File: src/rtl/gf256_pkg.sv
// Shared GF(2^8) types and constants for the multiplier arbiter.
// gf_mul is the reference shift-and-reduce product used by gf256_mul.
package gf256_pkg;

    localparam int         GF_W         = 8;
    localparam logic [8:0] POLY_DEFAULT = 9'h11D;
    localparam int         ID_W_MAX     = 3;

    typedef logic [GF_W-1:0] gf_t;

    typedef struct packed {
        gf_t a;
        gf_t b;
    } req_t;

    typedef struct packed {
        logic [ID_W_MAX-1:0] id;
        gf_t                 data;
    } rsp_t;

    // poly_lo is the polynomial without its x^8 term, which is implicit in the reduction
    function automatic gf_t gf_mul(input gf_t a, input gf_t b, input gf_t poly_lo);
        gf_t acc;
        gf_t x;
        acc = '0;
        x   = a;
        for (int i = 0; i < GF_W; i++) begin
            if (b[i]) acc = acc ^ x;
            x = x[GF_W-1] ? ((x << 1) ^ poly_lo) : (x << 1);
        end
        return acc;
    endfunction

endpackage

File: src/rtl/gf256_mul.sv
// Purely combinational GF(2^8) multiplier: poly_out = poly_a * poly_b mod POLY.
module gf256_mul
    import gf256_pkg::*;
#(
    parameter logic [8:0] POLY = POLY_DEFAULT
) (
    input  logic [GF_W-1:0] poly_a,
    input  logic [GF_W-1:0] poly_b,
    output logic [GF_W-1:0] poly_out
);

    assign poly_out = gf_mul(poly_a, poly_b, POLY[GF_W-1:0]);

endmodule

File: src/rtl/gf256_mul_arbiter.sv
// Round-robin arbiter sharing one GF(2^8) multiplier among NUM_REQ requesters.
// Define GF256_MUL_ARB_PIPE_EN to add a register stage after the multiplier (latency 2).
module gf256_mul_arbiter
    import gf256_pkg::*;
#(
    parameter int         NUM_REQ = 4,
    parameter logic [8:0] POLY    = POLY_DEFAULT,
    localparam int        ID_W    = (NUM_REQ > 1) ? $clog2(NUM_REQ) : 1
) (
    input  logic                    clk,
    input  logic                    reset,
    input  logic [NUM_REQ-1:0]      req_valid,
    output logic [NUM_REQ-1:0]      req_ready,
    input  logic [GF_W*NUM_REQ-1:0] req_a,
    input  logic [GF_W*NUM_REQ-1:0] req_b,
    output logic                    rsp_valid,
    input  logic                    rsp_ready,
    output logic [ID_W-1:0]         rsp_id,
    output logic [GF_W-1:0]         rsp_data,
    output logic                    busy
);

    logic [ID_W-1:0] ptr_q, ptr_d;
    logic [ID_W-1:0] grant_idx;
    logic            grant_found;
    int              cand_i;
    logic            accept_en;
    logic            accept;
    req_t            sel;
    gf_t             prod;

    // Search upward from ptr with wrap; first valid requester wins
    always_comb begin
        grant_found = 1'b0;
        grant_idx   = '0;
        cand_i      = 0;
        for (int k = 0; k < NUM_REQ; k++) begin
            cand_i = int'(ptr_q) + k;
            if (cand_i >= NUM_REQ) cand_i = cand_i - NUM_REQ;
            if (!grant_found && req_valid[cand_i[ID_W-1:0]]) begin
                grant_found = 1'b1;
                grant_idx   = cand_i[ID_W-1:0];
            end
        end
    end

    assign accept = !reset && accept_en && grant_found;

    always_comb begin
        req_ready = '0;
        if (accept) req_ready[grant_idx] = 1'b1;
        sel = '0;
        for (int k = 0; k < NUM_REQ; k++) begin
            if (grant_idx == ID_W'(k)) begin
                sel.a = req_a[k*GF_W +: GF_W];
                sel.b = req_b[k*GF_W +: GF_W];
            end
        end
        ptr_d = ptr_q;
        if (accept) ptr_d = (grant_idx == ID_W'(NUM_REQ-1)) ? '0 : grant_idx + 1'b1;
    end

    gf256_mul #(.POLY(POLY)) u_mul (
        .poly_a  (sel.a),
        .poly_b  (sel.b),
        .poly_out(prod)
    );

`ifdef GF256_MUL_ARB_PIPE_EN
    logic            vld_p1_q, vld_p1_d, vld_p2_q, vld_p2_d;
    logic [ID_W-1:0] id_p1_q, id_p1_d, id_p2_q, id_p2_d;
    gf_t             data_p1_q, data_p1_d, data_p2_q, data_p2_d;
    logic            adv_p1, adv_p2;

    // New work only enters while the output is free to move, so a stalled output blocks all grants
    always_comb begin
        adv_p2    = !vld_p2_q || rsp_ready;
        adv_p1    = !vld_p1_q || adv_p2;
        accept_en = adv_p2;
        vld_p2_d  = vld_p2_q;
        id_p2_d   = id_p2_q;
        data_p2_d = data_p2_q;
        vld_p1_d  = vld_p1_q;
        id_p1_d   = id_p1_q;
        data_p1_d = data_p1_q;
        if (adv_p2) begin
            vld_p2_d  = vld_p1_q;
            id_p2_d   = id_p1_q;
            data_p2_d = data_p1_q;
        end
        if (adv_p1) begin
            vld_p1_d = accept;
            if (accept) begin
                id_p1_d   = grant_idx;
                data_p1_d = prod;
            end
        end
    end

    always_ff @(posedge clk or posedge reset) begin
        if (reset) begin
            ptr_q     <= '0;
            vld_p1_q  <= 1'b0;
            id_p1_q   <= '0;
            data_p1_q <= '0;
            vld_p2_q  <= 1'b0;
            id_p2_q   <= '0;
            data_p2_q <= '0;
        end else begin
            ptr_q     <= ptr_d;
            vld_p1_q  <= vld_p1_d;
            id_p1_q   <= id_p1_d;
            data_p1_q <= data_p1_d;
            vld_p2_q  <= vld_p2_d;
            id_p2_q   <= id_p2_d;
            data_p2_q <= data_p2_d;
        end
    end

    assign rsp_valid = vld_p2_q;
    assign rsp_id    = id_p2_q;
    assign rsp_data  = data_p2_q;
    assign busy      = vld_p1_q | vld_p2_q;
`else
    logic            vld_p1_q, vld_p1_d;
    logic [ID_W-1:0] id_p1_q, id_p1_d;
    gf_t             data_p1_q, data_p1_d;

    always_comb begin
        accept_en = !vld_p1_q || rsp_ready;
        vld_p1_d  = vld_p1_q;
        id_p1_d   = id_p1_q;
        data_p1_d = data_p1_q;
        if (accept_en) begin
            vld_p1_d = accept;
            if (accept) begin
                id_p1_d   = grant_idx;
                data_p1_d = prod;
            end
        end
    end

    always_ff @(posedge clk or posedge reset) begin
        if (reset) begin
            ptr_q     <= '0;
            vld_p1_q  <= 1'b0;
            id_p1_q   <= '0;
            data_p1_q <= '0;
        end else begin
            ptr_q     <= ptr_d;
            vld_p1_q  <= vld_p1_d;
            id_p1_q   <= id_p1_d;
            data_p1_q <= data_p1_d;
        end
    end

    assign rsp_valid = vld_p1_q;
    assign rsp_id    = id_p1_q;
    assign rsp_data  = data_p1_q;
    assign busy      = vld_p1_q;
`endif

endmodule
File: config.mk
export PLATFORM = sky130hd
export DESIGN_NAME = gf256_mul_arbiter
export DESIGN_NICKNAME = d
export VERILOG_FILES = /design/src/rtl/gf256_pkg.sv /design/src/rtl/gf256_mul.sv /design/src/rtl/gf256_mul_arbiter.sv
export SDC_FILE = /design/constraint.sdc
export NUM_CORES = 1
export LEC_CHECK = 0
export ABC_AREA = 1
export CAP_MARGIN = 30
export CORE_MARGIN = 2
export CORE_UTILIZATION = 45
export CTS_CLUSTER_DIAMETER = 100
export CTS_CLUSTER_SIZE = 25
export DETAILED_ROUTE_END_ITERATION = 6
export HOLD_SLACK_MARGIN = 0.1
export PLACE_DENSITY = 0.75
export SYNTH_ARGS = -nofsm -noshare
export SYNTH_HDL_FRONTEND = slang
export SYNTH_SLANG_ARGS = --single-unit
File: constraint.sdc
create_clock -name clk -period 3.24 [get_ports clk]
set_clock_uncertainty 0.05 [all_clocks]
set_input_delay 0.648 -clock clk [delete_from_list [all_inputs] [get_ports clk]]
set_output_delay 0.648 -clock clk [all_outputs]
set_load 0.03 [all_outputs]
==> results summary <==
Compared with the post-synthesis result, the final layout area differs by 80.85%. The starting DRC count in detailed routing came out at 234. The checks that failed: negative setup slack. The most used flip-flop cell after synthesis is sky130_fd_sc_hd__dfrtp_1. The cell occurring most often along the worst timing path is sky130_fd_sc_hd__nand2_1.

The largest fanout of any net on the critical path is 8. The fraction of registers with async set/reset came out at 1.000. At the worst endpoint, the arrival time is 3.88 ns. The worst setup path is captured at a register. Entering global routing, the biggest net connects 14 pins.

The number of synthesized register bits is 13. The peak per-stage delay on the critical path came out at 0.48 ns. The biggest area contributor in the post-synthesis netlist is sky130_fd_sc_hd__nand2_1. The CTS clock-pin slew for the worst setup and hold paths is 0.05 ns.

After detailed routing, the number of remaining DRC violations is 0. The minimum clock period is 3.792 ns. Of the synthesized area, sequential elements account for 0.1035. The TritonCTS clock tree is built.

The total count of max-transition violations in the final report was 0. The starting utilization of the core area is 0.4626. The mean instance size in the synthesized netlist is approximately 5.4 um2. After detailed routing, the total wire length is ~12000 um. By area the synthesized netlist is led by sky130_fd_sc_hd__nand2_1, sky130_fd_sc_hd__dfrtp_1, sky130_fd_sc_hd__nand3_1, sky130_fd_sc_hd__nor2_1, sky130_fd_sc_hd__inv_1. The top cell type's share of synthesized area is 0.2854.

The buffer depth of the longest clock path came out at 2. The area of the mapped netlist is 3143 um2. The routability congestion estimate is ~0.91. The number of filler instances in the final layout came out at 433. The global-route met2 utilization came out at 0.5964. The pin slew with the least headroom to its limit came out at 0.4000 ns. The floorplan row count came out at 30.

The hold violation total from the final report is 0. The H-tree depth reported by CTS is 1. The total number of vias came out at 4399. Synthesis produced a netlist whose cell count is just under 600. In this design, the largest share of critical-path delay is due to simple AND/OR/NAND/NOR gates. Of the cells placed in the final design, the portion with a size suffix greater than 1 is 0.4101.

The final layout contains 827 nets. The width of the chip came out at between 80 and 90 um. After detailed routing, the number of vias per cell comes to 5.194. Measured along the y axis, the die boundary spans 87.58 um. The min-delay analysis places its worst path in the category register to register. For met3 alone, demand over resource in global routing was 0.03205.

The slack of the critical path came out at -0.5517 ns. Setup repair after global routing could not meet its margin everywhere. The total CTS buffers came out at 3. The final clock period utilization by the worst path is 1.170. The flow ran to the end, but the final reports show violations.

The count of distinct cell types in the synthesized netlist is 35. Global routing finished with a remaining overflow of 0. The number of buffer and inverter stages on the critical path came out at 6. Prior to clock tree synthesis, the placed netlist has a worst setup slack of -1.220 ns. The required arrival time at the worst endpoint is 3.32 ns. The number of enable-type register cells in the synthesized netlist is 0. The count of port buffers added during placement is 86. The quantity of hold-fixing buffers added after cts is 0. The worst relative slew slack came out at 0.7331. Clock latency on the worst-skew pair, taken at its later pin, is 0.24 ns. The highest-utilization routing layer at the global route stage is met2.

STA classifies the critical path startpoint as a register. The area of the die is 7669 um2. The number of antenna diodes in the final layout is 0. For met1 alone, demand over resource in global routing was 0.3337. The instance area after placement is 4601 um2. The count of nets left with antenna violations once routing finished came out at 0. The top-level port count came out at 87. The root cell of the clock tree is sky130_fd_sc_hd__clkbuf_8. The setup violation total in the final timing report came out at 11.

Once layout is done, the placed cells without fillers occupy between 5000 and 6000 um2. The count of warnings emitted by yosys is 0. The via count of the first global-routing pass came out at 4411. After detailed routing, the average wire length per cell comes to approximately 15 um. The number of antenna violations at the first check in global routing came out at 0.

The critical path in this run is classified as register to register. The largest individual stage delay along the critical path comes from the cell sky130_fd_sc_hd__dfrtp_2. The post-route setup TNS came out at -4.456 ns. The half-perimeter wire length of the detailed placement result came out at ~8600 um. The maximum operating frequency is 0.2637 GHz. The net count after synthesis came out at 661. The first global-routing pass estimated 19090 um of wire. The count of maximum capacitance violations is 0. The region available for standard cell placement spans 6794 um2. The number of sinks on the clock net came out at 13. The first detailed-routing pass took 5 iterations. The total routing resource utilization after global routing came out at 0.3079.
[cell usage in the layout, fill, tap and decap left out, types with 6 or more instances in the layout]
cell type,count
sky130_fd_sc_hd__nand2_1,171
sky130_fd_sc_hd__clkdlybuf4s50_1,78
sky130_fd_sc_hd__buf_4,72
sky130_fd_sc_hd__nand2_2,57
sky130_fd_sc_hd__inv_1,50
sky130_fd_sc_hd__nor2_1,49
sky130_fd_sc_hd__nand3_1,43
sky130_fd_sc_hd__nand3_2,25
sky130_fd_sc_hd__nand2_4,25
sky130_fd_sc_hd__nor2_2,19
sky130_fd_sc_hd__buf_6,18
sky130_fd_sc_hd__inv_2,12
sky130_fd_sc_hd__dfrtp_1,12
sky130_fd_sc_hd__nor2_4,11
sky130_fd_sc_hd__a21oi_2,10
sky130_fd_sc_hd__a21oi_4,8
sky130_fd_sc_hd__nand3_4,8
sky130_fd_sc_hd__xor2_1,6
sky130_fd_sc_hd__nand3b_1,6
[cell type report]
| cell class | count | area [um2] | area share |
|---|---|---|---|
| Multi-Input combinational cell | 488 | 3218 | 0.5661 |
| Timing Repair Buffer | 178 | 1699 | 0.2989 |
| Sequential cell | 13 | 326.6 | 0.05745 |
| Inverter | 68 | 275.3 | 0.04843 |
| Tap cell | 96 | 120.1 | 0.02113 |
| Clock buffer | 4 | 45.04 | 0.007924 |
[flip-flops by register name, summed over array words and instances (netlist names)]
register,cells
busy,1
rsp_data,8
rsp_id,2
ptr_q,2
[cell usage after synthesis, types with 4 or more instances]
| library cell | instances |
|---|---|
| sky130_fd_sc_hd__nand2_1 | 239 |
| sky130_fd_sc_hd__nor2_1 | 74 |
| sky130_fd_sc_hd__nand3_1 | 64 |
| sky130_fd_sc_hd__inv_1 | 59 |
| sky130_fd_sc_hd__a21oi_1 | 15 |
| sky130_fd_sc_hd__dfrtp_1 | 13 |
| sky130_fd_sc_hd__nand2_2 | 13 |
| sky130_fd_sc_hd__nand3_2 | 12 |
| sky130_fd_sc_hd__buf_6 | 9 |
| sky130_fd_sc_hd__inv_2 | 9 |
| sky130_fd_sc_hd__xnor2_1 | 9 |
| sky130_fd_sc_hd__o21ai_0 | 8 |
| sky130_fd_sc_hd__xor2_1 | 8 |
| sky130_fd_sc_hd__nand3b_1 | 6 |
| sky130_fd_sc_hd__a22oi_1 | 5 |
| sky130_fd_sc_hd__buf_4 | 5 |
| sky130_fd_sc_hd__ha_1 | 4 |
| sky130_fd_sc_hd__nor2_2 | 4 |
[worst register-to-register path, delay by kind of cell (launching register included)]
| family | cells | cell delay [ns] |
|---|---|---|
| AO/OA/AOI/OAI | 2 | 0.32 |
| XOR/XNOR | 1 | 0.28 |
| adder cells (fa/ha/maj) | 1 | 0.18 |
| buffers and inverters | 6 | 0.64 |
| flip-flops | 1 | 0.48 |
| AND/OR/NAND/NOR | 20 | 1.72 |
[path summary, 6_finish.rpt]
path / start / end / slack (ns) / cells past startpoint
max: ptr_q[0]$_DFFE_PP0P_ / rsp_data[4]$_DFFE_PP0P_ / -0.55 / 30
min: rsp_data[2]$_DFFE_PP0P_ / rsp_data[2]$_DFFE_PP0P_ / 0.42 / 2
max reg2reg: ptr_q[0]$_DFFE_PP0P_ / rsp_data[4]$_DFFE_PP0P_ / -0.55 / 30
min reg2reg: rsp_data[2]$_DFFE_PP0P_ / rsp_data[2]$_DFFE_PP0P_ / 0.42 / 2
max in group asynchronous: reset / ptr_q[0]$_DFFE_PP0P_ / 2.23 / 3
min in group asynchronous: reset / rsp_data[3]$_DFFE_PP0P_ / 0.74 / 3
[metrics by stage]
stage / utilization / cells / hold slack (ns)
after floorplan: - / 586 / 0.4906
final: 0.8366 / 847 / 0.4150
after global routing: 0.8366 / 847 / 0.4373
after detailed placement: 0.6772 / 823 / 0.4071
after global placement: 0.6772 / 823 / 0.4068
after CTS: 0.7934 / 841 / 0.4207
[routing by layer]
| metal | share of wire | up-vias |
|---|---|---|
| li1 | - | 2154 |
| met5 | 0 | - |
| met3 | 0.038 | 49 |
| met1 | 0.40 | 2027 |
| met4 | 0.038 | 0 |
| met2 | 0.53 | 169 |
[repair_timing]
action	4_1_cts	5_1_grt
pin swaps	69	41
cloned	2	0
resized for setup	166	67
setup buffers	13	6
endpoints found under the setup margin	12	12
[logic make-up (layout without fill, tap and decap cells)]
logic type	after synthesis	in the layout	share of synthesized area
AND/OR/NAND/NOR	419	419	0.5792
buffers and inverters	85	250	0.1302
AO/OA/AOI/OAI	43	43	0.1039
XOR/XNOR	19	19	0.05772
flip-flops	13	13	0.1035
adder cells (fa/ha/maj)	4	4	0.01592
multiplexers	3	3	0.009555
Power is not shown: default switching activity piles up to over one toggle a cycle in this logic, so the estimate is an artifact.
